[config.mk]
export PLATFORM = sky130hd
export DESIGN_NAME = acc_seq_ctrl
export DESIGN_NICKNAME = d
export VERILOG_FILES = /design/src/rtl/acc_seq_ctrl.sv
export SDC_FILE = /design/constraint.sdc
export NUM_CORES = 1
export LEC_CHECK = 0
export BUFFER_PORTS_ARGS = -buffer_cell sky130_fd_sc_hd__buf_2
export CORE_MARGIN = 3
export CORE_UTILIZATION = 45
export CTS_BUF_LIST = sky130_fd_sc_hd__clkbuf_4
export DETAILED_ROUTE_END_ITERATION = 8
export HOLD_SLACK_MARGIN = 0.03
export PLACE_DENSITY = 0.71
export SYNTH_ARGS = -nofsm -noshare
export SYNTH_HDL_FRONTEND = slang
export SYNTH_SLANG_ARGS = --single-unit
[constraint.sdc]
create_clock -name clk -period 3.3 [get_ports clk]
set_clock_uncertainty 0.15 [all_clocks]
set_input_delay 0.66 -clock clk [delete_from_list [all_inputs] [get_ports clk]]
set_output_delay 0.66 -clock clk [all_outputs]
set_load 0.1 [all_outputs]
[src/rtl/acc_seq_ctrl.sv]
// APB-programmed sequencer that issues indexed ops to an accelerator datapath.
// Bounds ops in flight, counts in-order completions, and raises a done interrupt.
module acc_seq_ctrl #(
    parameter int APB_ADDR_WIDTH = 12,
    parameter int MAX_OUTST      = 4
) (
    input  logic                      clk,
    input  logic                      rst_n,
    input  logic [APB_ADDR_WIDTH-1:0] PADDR,
    input  logic [31:0]               PWDATA,
    input  logic                      PWRITE,
    input  logic                      PSEL,
    input  logic                      PENABLE,
    output logic [31:0]               PRDATA,
    output logic                      PREADY,
    output logic                      PSLVERR,
    output logic                      acc_req_o,
    output logic [7:0]                acc_idx_o,
    input  logic                      acc_gnt_i,
    input  logic                      acc_rvalid_i,
    output logic                      irq_o
);

    typedef enum logic [1:0] {
        S_IDLE,
        S_ISSUE,
        S_DRAIN,
        S_DONE
    } state_e;

    localparam logic [3:0] MaxOutst = 4'(MAX_OUTST);
    localparam logic [1:0] RegCtrl  = 2'd0;
    localparam logic [1:0] RegCfg   = 2'd1;
    localparam logic [1:0] RegStat  = 2'd2;
    localparam logic [1:0] RegCount = 2'd3;

    state_e     state_q, state_d;
    logic [7:0] base_q, base_d;
    logic [8:0] len_q, len_d;
    logic       irq_en_q, irq_en_d;
    logic       done_q, done_d;
    logic       err_q, err_d;
    logic       abort_q, abort_d;
    logic [8:0] count_q, count_d;
    logic [8:0] issued_q, issued_d;
    logic [3:0] outst_q, outst_d;

    logic       apb_acc;
    logic       addr_bad;
    logic [1:0] reg_sel;
    logic       wr_ok;
    logic       rd_ok;
    logic       start_wr;
    logic       abort_wr;
    logic       busy;
    logic       grant;
    logic       rv_ok;
    logic       rv_bad;
    logic       len_ok;
    logic       done_set;
    logic       done_clr;
    logic       err_set;
    logic       err_clr;
    logic       launch;
    logic       unused_pwdata;

    assign unused_pwdata = ^PWDATA[30:17];

    assign apb_acc  = PSEL & PENABLE;
    assign addr_bad = (|PADDR[APB_ADDR_WIDTH-1:4]) | (|PADDR[1:0]);
    assign reg_sel  = PADDR[3:2];
    assign wr_ok    = apb_acc & PWRITE & ~addr_bad;
    assign rd_ok    = apb_acc & ~PWRITE & ~addr_bad;

    assign start_wr = wr_ok & (reg_sel == RegCtrl) & PWDATA[0] & ~PWDATA[1];
    assign abort_wr = wr_ok & (reg_sel == RegCtrl) & PWDATA[1];

    assign busy   = (state_q == S_ISSUE) | (state_q == S_DRAIN);
    assign len_ok = (len_q != 9'd0) & (len_q <= 9'd256);

    assign acc_req_o = (state_q == S_ISSUE)
                     & (issued_q < len_q)
                     & (outst_q < MaxOutst);
    assign acc_idx_o = base_q + issued_q[7:0];

    assign grant  = acc_req_o & acc_gnt_i;
    assign rv_ok  = acc_rvalid_i & (outst_q != 4'd0);
    assign rv_bad = acc_rvalid_i & (outst_q == 4'd0);

    assign irq_o  = done_q & irq_en_q;
    assign PREADY = 1'b1;

    always_comb begin
        PRDATA  = 32'd0;
        PSLVERR = rst_n & apb_acc & addr_bad;
        if (rd_ok) begin
            unique case (reg_sel)
                RegCtrl:  PRDATA = 32'd0;
                RegCfg:   PRDATA = {irq_en_q, 14'd0, len_q, base_q};
                RegStat:  PRDATA = {29'd0, err_q, done_q, busy};
                RegCount: PRDATA = {23'd0, count_q};
                default:  PRDATA = 32'd0;
            endcase
        end
    end

    always_comb begin
        state_d  = state_q;
        base_d   = base_q;
        len_d    = len_q;
        irq_en_d = irq_en_q;
        abort_d  = abort_q;
        launch   = 1'b0;
        done_set = 1'b0;
        err_set  = rv_bad;
        done_clr = wr_ok & (reg_sel == RegStat) & PWDATA[1];
        err_clr  = wr_ok & (reg_sel == RegStat) & PWDATA[2];

        issued_d = issued_q + 9'(grant);
        outst_d  = outst_q + 4'(grant) - 4'(rv_ok);
        count_d  = count_q + 9'(rv_ok);

        if (wr_ok && (reg_sel == RegCfg) && !busy) begin
            base_d   = PWDATA[7:0];
            len_d    = PWDATA[16:8];
            irq_en_d = PWDATA[31];
        end

        unique case (state_q)
            S_IDLE: begin
                if (start_wr) begin
                    if (len_ok) begin
                        launch   = 1'b1;
                        abort_d  = 1'b0;
                        state_d  = S_ISSUE;
                        issued_d = 9'd0;
                        count_d  = 9'd0;
                    end else begin
                        err_set = 1'b1;
                    end
                end
            end
            S_ISSUE: begin
                if (start_wr) begin
                    err_set = 1'b1;
                end
                if (abort_wr) begin
                    abort_d = 1'b1;
                    state_d = S_DRAIN;
                end else if (issued_q == len_q) begin
                    state_d = S_DRAIN;
                end
            end
            S_DRAIN: begin
                if (start_wr) begin
                    err_set = 1'b1;
                end
                // An aborted run ends when nothing is left in flight.
                if (abort_q) begin
                    if (outst_q == 4'd0) begin
                        abort_d = 1'b0;
                        err_set = 1'b1;
                        state_d = S_IDLE;
                    end
                end else if (abort_wr) begin
                    abort_d = 1'b1;
                end else if (count_q == len_q) begin
                    state_d = S_DONE;
                end
            end
            S_DONE: begin
                done_set = 1'b1;
                state_d  = S_IDLE;
            end
            default: begin
                state_d = S_IDLE;
            end
        endcase

        done_d = launch ? 1'b0 : (done_set | (done_q & ~done_clr));
        err_d  = err_set | (err_q & ~err_clr);
    end

    always_ff @(posedge clk or negedge rst_n) begin
        if (!rst_n) begin
            state_q  <= S_IDLE;
            base_q   <= 8'd0;
            len_q    <= 9'd0;
            irq_en_q <= 1'b0;
            done_q   <= 1'b0;
            err_q    <= 1'b0;
            abort_q  <= 1'b0;
            count_q  <= 9'd0;
            issued_q <= 9'd0;
            outst_q  <= 4'd0;
        end else begin
            state_q  <= state_d;
            base_q   <= base_d;
            len_q    <= len_d;
            irq_en_q <= irq_en_d;
            done_q   <= done_d;
            err_q    <= err_d;
            abort_q  <= abort_d;
            count_q  <= count_d;
            issued_q <= issued_d;
            outst_q  <= outst_d;
        end
    end

endmodule

# After elaboration in Yosys (flattened, before gate mapping)
# Cells that the tools add are included.
[classes]
mux = 35
magnitude_cmp = 3
shift = 0
n_eq_ne = 15
multipliers = 0
n_addsub = 5
reduce_logical = 13
bitwise = 32
div_mod_pow = 0
[op_table]
columns = ["cell", "count"]
rows = [
  ["one-hot mux 32 bit (4 select lines)", 1],
  ["two-way mux 9 bit", 6],
  ["two-way mux 32 bit", 1],
  ["AND 1 bit", 23],
  ["adder 9 x 1 -> 9 bit", 2],
  ["== test 9 bit", 2],
  ["two-way mux 1 bit", 16],
  ["two-way mux 2 bit", 8],
  ["less-or-equal comparator 9 bit (second input constant)", 1],
  ["less-than comparator 9 bit", 1],
  ["!= test 3 x 2 -> 1 bit (second input constant)", 3],
  ["nonzero test 9 bit", 1],
  ["adder 8 bit", 1],
  ["== test 2 bit (second input constant)", 4],
  ["one-hot mux 2 bit (4 select lines)", 1],
  ["OR reduction 8 bit", 1],
  ["!= test 2 bit (second input constant)", 3],
  ["one-hot mux 1 bit (3 select lines)", 2],
  ["AND reduction 6 bit", 1],
  ["inverter 1 bit", 5],
  ["adder 4 x 1 -> 4 bit", 1],
  ["== test 2 x 1 -> 1 bit (second input constant)", 2],
  ["zero test 2 bit", 2],
  ["zero test 4 bit", 1],
  ["10 further kinds", 14],
]
[totals]
mem_bits_rw = 0
n_memories = 0
latchBits = 0
register_bits = 45
mem_bits_ro = 0
input_bits = 51

# Longest topological paths before layout
# Gate-level depths: netlist of run 1.
[logic_depth]
word_depth = 12
ltp_mapped = 14

# Worst setup path before layout of run 1
# Ideal clock, no wire load.
[synth_path]
kind = "input-to-output"
start = "in PADDR[9]"
end = "out PRDATA[13]"
path_stages = 6
slack_ps = -1106
arrival_time_ps = 3596
cell_sequence = "nor4_2 > nand3_1 > nor3_1 > nand2_1 > clkbuf_1 > nor3_1"
[synth_between]
elab_chain_cells = 5
[synth_lines]
columns = ["element", "line", "text"]
rows = [
  ["start, declared", "9", "input logic [APB_ADDR_WIDTH-1:0] PADDR,"],
  ["OR reduction 8 bit", "70", "assign addr_bad = (|PADDR[APB_ADDR_WIDTH-1:4]) | (|PADDR[1:0]);"],
  ["bitwise OR 1 bit", "70", ""],
  ["inverter 1 bit", "73", "assign rd_ok = apb_acc & ~PWRITE & ~addr_bad;"],
  ["AND 1 bit", "73", ""],
  ["two-way mux 32 bit", "96", "if (rd_ok) begin"],
  ["end, declared", "14", "output logic [31:0] PRDATA,"],
]
# Every way passes these cells.

# Worst setup path after layout of run 1
[layout_path]
start = "reg len_q[1]"
end = "out acc_req_o"
[layout_between]
elab_chain_cells = 3
[layout_lines]
columns = ["element", "line", "text"]
rows = [
  ["start, declared", "39", "logic [8:0] len_q, len_d;"],
  ["start signal, assigned", "199", "len_q <= len_d;"],
  ["less-than comparator 9 bit", "82", "& (issued_q < len_q)"],
  ["AND 1 bit", "82", ""],
  ["AND 1 bit", "83", "& (outst_q < MaxOutst);"],
  ["end, declared", "17", "output logic acc_req_o,"],
]
# Every way passes these cells.

==> results.yml, run 1 <==
yosys:
  synthTopCellsByArea: "dfrtp_1 35%, ha_1 11%, mux2_2 7.1%"
  netlist_area_sq_um: 3170
  synth.top_cell.area_share_pct: 35.5
  yosysSeqAreaShare_pct: 35.5
  ys_types: 49
  synthFlopType: "dfrtp_1"
  ys_seq_elements: 45
  syn_area_per_cell_sq_um: 9.68
  synth_warnings: 0
  synth_top_cell_by_area: "dfrtp_1"
  postSynthCellCount: 328
  synth-edff-count: 0
  async_flop_share_pct: 100
global_routing:
  grtUsageTotal_pct: 19.4
  grt_start_max_net_pins: 46
  grt-ovfl-total: 0
  grt_pass1_wl_um: 12800
  grt_pass1_vias: 2682
  antenna_found_initial: 0
sta:
  rsz0062_at_grt: "false"
  post-route-period-util_pct: 96.0
  final.setup.worst_slack_ns: 0.132
  worstMarginPinSlew_ns: 0.556
  whs_ns: 0.274
  period_needed_ns: 3.17
  drv_slew: 0
  fmax_mhz: 316
  setup_viol: 0
  slew_headroom_pct: 62.9
  hold_violations: 0
power_and_ir_drop:
  clkPwrFrac_pct: 17.2
  power_switching_uw: 590
  combPwrFrac_pct: 34.2
  vdd_drop_max_uv: 316
  power.density_nw_per_um2: 369
  p_leak_uw: 0.00202
  switching_share_pct: 39.1
  intPower_uw: 918
  seqPwrFrac_pct: 48.6
  power_uw: 1510
floorplanning:
  core_sq_um: 6600
  die_w_um: 90.0
  num_rows: 29
  die_h_um: 90.0
  dieArea_sq_um: 8100
  pin_count: 95
  start_util_pct: 48.1
clock_network:
  clock_path_buffers: 2
  clkSinkCount: 45
  tritoncts: "built"
  cts_root_buf: "clkbuf_4"
  cts_hold_buf: 0
  clock_latency_ns: 0.37
  cts_buffers: 5
  path_clk_slew_ns: 0.14
  htree_levels: 2
worst_setup_path:
  crit_arrival_ns: 2.36
  crit_family: "compound AO/OA/AOI/OAI gates"
  crit_chain: "inv_1 -> ha_1 -> nor2b_1 -> o21ai_1 -> nand2b_1 -> a21oi_1 -> o21ai_2 -> a31oi_2 -> buf_4"
  cp_slowest_stage_delay_ns: 0.40
  critical_path_class: "flop to output port"
  startpoint_type: "flop"
  cp.buffers_inverters: 2
  required_ns: 2.49
  cp_max_fo: 3
  crit_slowest_cell: "dfrtp_1"
  endpoint_kind: "output port"
drt:
  vias: 2566
  wl_per_cell_um: 15.3
  top_layer_used: "met4"
  routed_wirelength_um: 7590
  drt_iter0_drc: 115
  ant_nets: 0
  drt-met1-wl_um: 3340
  drc_errors: 0
  via_per_inst: 5.18
  dr_wl_met2_um: 3720
  drtPass1Iterations: 4
  met3_length_um: 400
run:
  maxCapViolCount: 0
final_layout:
  diodes: 0
  layout-drive-gt1-share_pct: 33.1
  final_util_pct: 62.0
  nNetsFinal: 483
  syn_to_final_growth_pct: 28.9
  fin_area_sq_um: 4090
placed_design:
  port_buffers: 65
  post_dp_cell_area_sq_um: 3950
  detailedPlace.worstSlack_ns: 0.0541
  gp_congestion: 0.907
  hpwl_um: 5980
outcome:
  status: "complete, no violations"
worst_hold_path:
  min_path_type: "input pin to async pin"
worst reg2reg max path: stages, from the launching register on:
cell,delay [ns]
dfrtp_1,0.40
inv_1,0.09
ha_1,0.32
nor2b_1,0.14
o21ai_1,0.13
nand2b_1,0.07
a21oi_1,0.18
o21ai_2,0.11
a311o_1,0.37
ha_1,0.27
inv_1,0.04
ha_1,0.21
fa_1,0.39
xor2_1,0.17
logic make-up (layout without fill, tap and decap cells):
logic type | after synthesis | in the layout | share of synthesized area, %
adder cells (fa/ha/maj) | 31 | 31 | 12.7
buffers and inverters | 44 | 105 | 7.25
multiplexers | 27 | 27 | 9.30
flip-flops | 45 | 45 | 35.5
XOR/XNOR | 33 | 33 | 9.11
AND/OR/NAND/NOR | 111 | 111 | 18.3
other | 2 | 15 | 0.237
AO/OA/AOI/OAI | 35 | 35 | 7.69
path summary, 6_finish.rpt:
kind	start	endpoint	slack, ns	cells past startpoint
max in group asynchronous	rst_n	issued_q[1]	2.32	2
min in group clk	PWDATA[5]	base_q[5]	0.36	2
worst min register to register	err_q	err_q	0.36	2
worst min-delay path	rst_n	base_q[5]	0.27	2
worst max register to register	len_q[1]	outst_q[2]	0.15	13
worst max-delay path	len_q[1]	acc_req_o	0.13	9
Yosys cell counts, types with 3 or more instances:
library cell	instances
xor2_1	22
buf_4	17
and2_1	4
xnor2_1	11
dfrtp_1	45
a21oi_1	7
and3_1	3
mux2i_1	7
mux2_2	20
nand2_1	13
inv_1	23
nand3_1	12
nor3_1	10
a22oi_1	3
nor2_1	35
a21o_1	3
nor4_1	3
nor2b_1	11
nand4_1	6
o21ai_0	7
ha_1	29
layout make-up:
class                   instances  area [sq um]
inverters                      23          86.3
well taps                      93           116
clock buffers                   5          37.5
clock inverters                 3          12.5
fillers                       550          2510
flip-flops and latches         45          1130
repair buffers                 74           702
multi-input cells             252          2010
registers in the layout, summed over array words and instances, names as in the netlist:
name,count
len_q,9
err_q,1
state_q,2
count_q,9
abort_q,1
issued_q,9
base_q,8
outst_q,4
done_q,1
irq_en_q,1
cell usage in the layout, fill, tap and decap left out, types with 3 or more instances in the layout:
cell type / n
nand4_1: 6
clkbuf_4: 5
and3_1: 3
nor2_2: 4
dfrtp_1: 43
nor2b_1: 11
nor4_1: 3
a21o_1: 3
nand2_1: 13
nand3_1: 12
o21ai_0: 4
a21oi_1: 5
ha_1: 28
mux2i_1: 7
xnor2_2: 4
and2_1: 4
nor3_2: 8
buf_4: 10
xor2_1: 21
buf_2: 43
nor2_1: 32
a22oi_1: 3
inv_1: 23
xnor2_1: 7
conb_1: 15
mux2_2: 20
buf_12: 20
what timing repair did:
action	in CTS	in global routing
gates resized for setup	4	11
cloned	0	0
setup endpoints to repair	3	8
endpoints found under the hold margin	0	0
setup buffers	0	5
per-layer routing:
layer / vias to the layer above / global-route usage (%)
li1: 1253 / -
met1: 1226 / 24.4
met2: 76 / 33.2
met3: 11 / 4.01
met4: 0 / 6.51
met5: - / 0
power by group through the flow:
stage	clock (uW)	sequential [uW]	combinational, uW
after floorplan	0	707	418
after global placement	0	737	491
after detailed placement	0	745	514
after CTS	268	733	519
after global routing	292	748	585
final	259	733	515
metrics by stage:
step,setup TNS [ns],instances
after CTS,-0.00294,490
after detailed placement,0,482
after global routing,0,495
after global placement,0,482
after floorplan,-4.75,341
final,0,495
Power figures use the tool's default switching activity.
==> run 2: changes to the inputs <==
==> constraint.sdc (replaced) <==
create_clock -name clk -period 4 [get_ports clk]
set_clock_uncertainty 0.15 [all_clocks]
set_input_delay 0.8 -clock clk [delete_from_list [all_inputs] [get_ports clk]]
set_output_delay 0.8 -clock clk [all_outputs]
set_load 0.1 [all_outputs]
==> run 2 against run 1 <==
  * Combinational power down 19%
  * Worst setup slack better by 0.17 ns
  * Sequential power down 18%
  * Via count down 2.1%
  * Clock-buffer cell count unchanged
  * Cell area down 12%
  * Routed wire length down 4.5%
  * Total power down 14%
  * First-iteration DRC count up 32%
  * Sequential cell count unchanged
  * Die area unchanged
  * Critical path depth down 1
==> results.yml, run 2 (same netlist as run 1, synthesis figures left out) <==
clock_network:
  tritoncts: "built"
  path_clk_slew_ns: 0.13
  clock_latency_ns: 0.36
  cts.repair.resized: 0
  postCtsSetupRepairBufs: 0
  htree_levels: 2
  clkSinkCount: 45
  cts_buffers: 5
  cts_hold_buf: 0
  clock_path_buffers: 2
  cts_root_buf: "clkbuf_4"
sta:
  final.setup.worst_slack_ns: 0.301
  worstMarginPinSlew_ns: 0.773
  drv_slew: 0
  rsz0062_at_grt: "false"
  hold_violations: 0
  fmax_mhz: 270
  period_needed_ns: 3.70
  setup_viol: 0
  post-route-period-util_pct: 92.5
  slew_headroom_pct: 48.4
worst_setup_path:
  crit_slowest_cell: "dfrtp_1"
  startpoint_type: "flop"
  critical_path_class: "flop to output port"
  cp_max_fo: 7
  endpoint_kind: "output port"
  crit_arrival_ns: 2.75
  cp_slowest_stage_delay_ns: 0.50
  cp.buffers_inverters: 1
  crit_family: "compound AO/OA/AOI/OAI gates"
  crit_chain: "ha_1 -> a21o_1 -> a21oi_1 -> nor2b_1 -> o21a_1 -> o41ai_1 -> xnor2_1 -> buf_2"
  required_ns: 3.05
final_layout:
  nNetsFinal: 475
  diodes: 0
  multi_input_area_sq_um: 1870
  final_util_pct: 54.6
  final_cell_mix: "65 x buf_2, 45 x dfrtp_1, 35 x nor2_1, 29 x ha_1, 23 x inv_1"
  final_common_cell: "buf_2"
  register_area_sq_um: 1130
  layout-drive-gt1-share_pct: 25.4
  syn_to_final_growth_pct: 13.6
  top_regs: "count_q: 9 flops, issued_q: 9 flops, len_q: 9 flops"
  fillers: 610
floorplanning:
  die_h_um: 90.0
  die_w_um: 90.0
  pin_count: 95
  start_util_pct: 48.1
  num_rows: 29
  dieArea_sq_um: 8100
  core_sq_um: 6600
placed_design:
  hpwl_um: 5790
  detailedPlace.worstSlack_ns: 0.346
  gp_congestion: 0.848
  port_buffers: 65
drt:
  routed_wirelength_um: 7240
  drtPass1Iterations: 5
  drc_errors: 0
  vias: 2512
  drt_iter0_drc: 152
  via_per_inst: 5.16
  ant_nets: 0
  wl_per_cell_um: 14.9
global_routing:
  grt_pass1_wl_um: 12200
  grt_start_max_net_pins: 46
  grtUsageTotal_pct: 18.4
  grt_pass1_vias: 2543
  grt-ovfl-total: 0
  antenna_found_initial: 0
worst_hold_path:
  min_path_type: "flop to flop"
outcome:
  status: "complete, no violations"
power_and_ir_drop:
  p_leak_uw: 0.00189
  vdd_drop_max_uv: 273
  power.density_nw_per_um2: 358
run:
  maxCapViolCount: 0
## run 2: cell types whose count changed in the layout (fill, tap and decap cells not counted), moves of 3 or more
cell | previous run | this run
o21ai_0 | 4 | 7
nor2_2 | 4 | 1
buf_12 | 20 | 0
xnor2_2 | 4 | 0
buf_2 | 43 | 65
nor2_1 | 32 | 35
nor3_2 | 8 | 0
buf_4 | 10 | 1
nor3_1 | 2 | 10
xnor2_1 | 7 | 11
## run 2: path summary, 6_finish.rpt
kind                       cells past startpoint        start      endpoint  slack [ns]
min in group asynchronous                      2        rst_n    count_q[4]        0.41
hold reg to reg                                2        err_q         err_q        0.35
max in group asynchronous                      2        rst_n     base_q[7]        2.86
setup reg to reg                              12  issued_q[1]    outst_q[2]        0.81
setup / recovery                               8  issued_q[1]  acc_idx_o[7]        0.30
hold / removal                                 2        err_q         err_q        0.35
## run 2: metrics by stage
step                instance area, sq um  total power [uW]  std cells  hold WS (ns)  setup TNS, ns
finish                              3610              1290        487         0.351              0
global route                        3610              1390        487         0.392              0
CTS                                 3610              1310        487         0.351              0
detailed placement                  3530              1030        479         0.313              0
global placement                    3530              1010        479         0.316              0
floorplan                           3220               926        341         0.295          -5.33
## run 2: per-layer routing
layer	track usage, %	share of wire (%)
met5	0	0
met3	3.09	4.0
met1	24.4	45
met4	4.72	1.1
met2	31.4	49
## run 2: worst reg2reg max path, cell delays in order, from the launching register on
cell and delay [ns]:
dfrtp_1 0.50, ha_1 0.33, nor2b_1 0.13, o21ai_0 0.13
nand2b_1 0.07, a21oi_1 0.14, o21ai_0 0.18, a311o_1 0.40
ha_1 0.27, inv_1 0.04, ha_1 0.21, fa_1 0.39
xor2_1 0.17
## run 2: layout make-up
| cell class | instances | area share (%) |
|---|---|---|
| sequential | 45 | 31.2 |
| tap | 93 | 3.23 |
| inverter | 23 | 2.39 |
| clock inverter | 3 | 1.14 |
| timing repair buffer | 66 | 9.23 |
| multi-input combinational | 252 | 51.8 |
| clock buffer | 5 | 1.04 |
## run 2: power breakdown
group,total [uW],internal [uW],switching (uW)
combinational,418,168,250
clock,276,130,146
sequential,599,523,75.9
total,1290,820,472
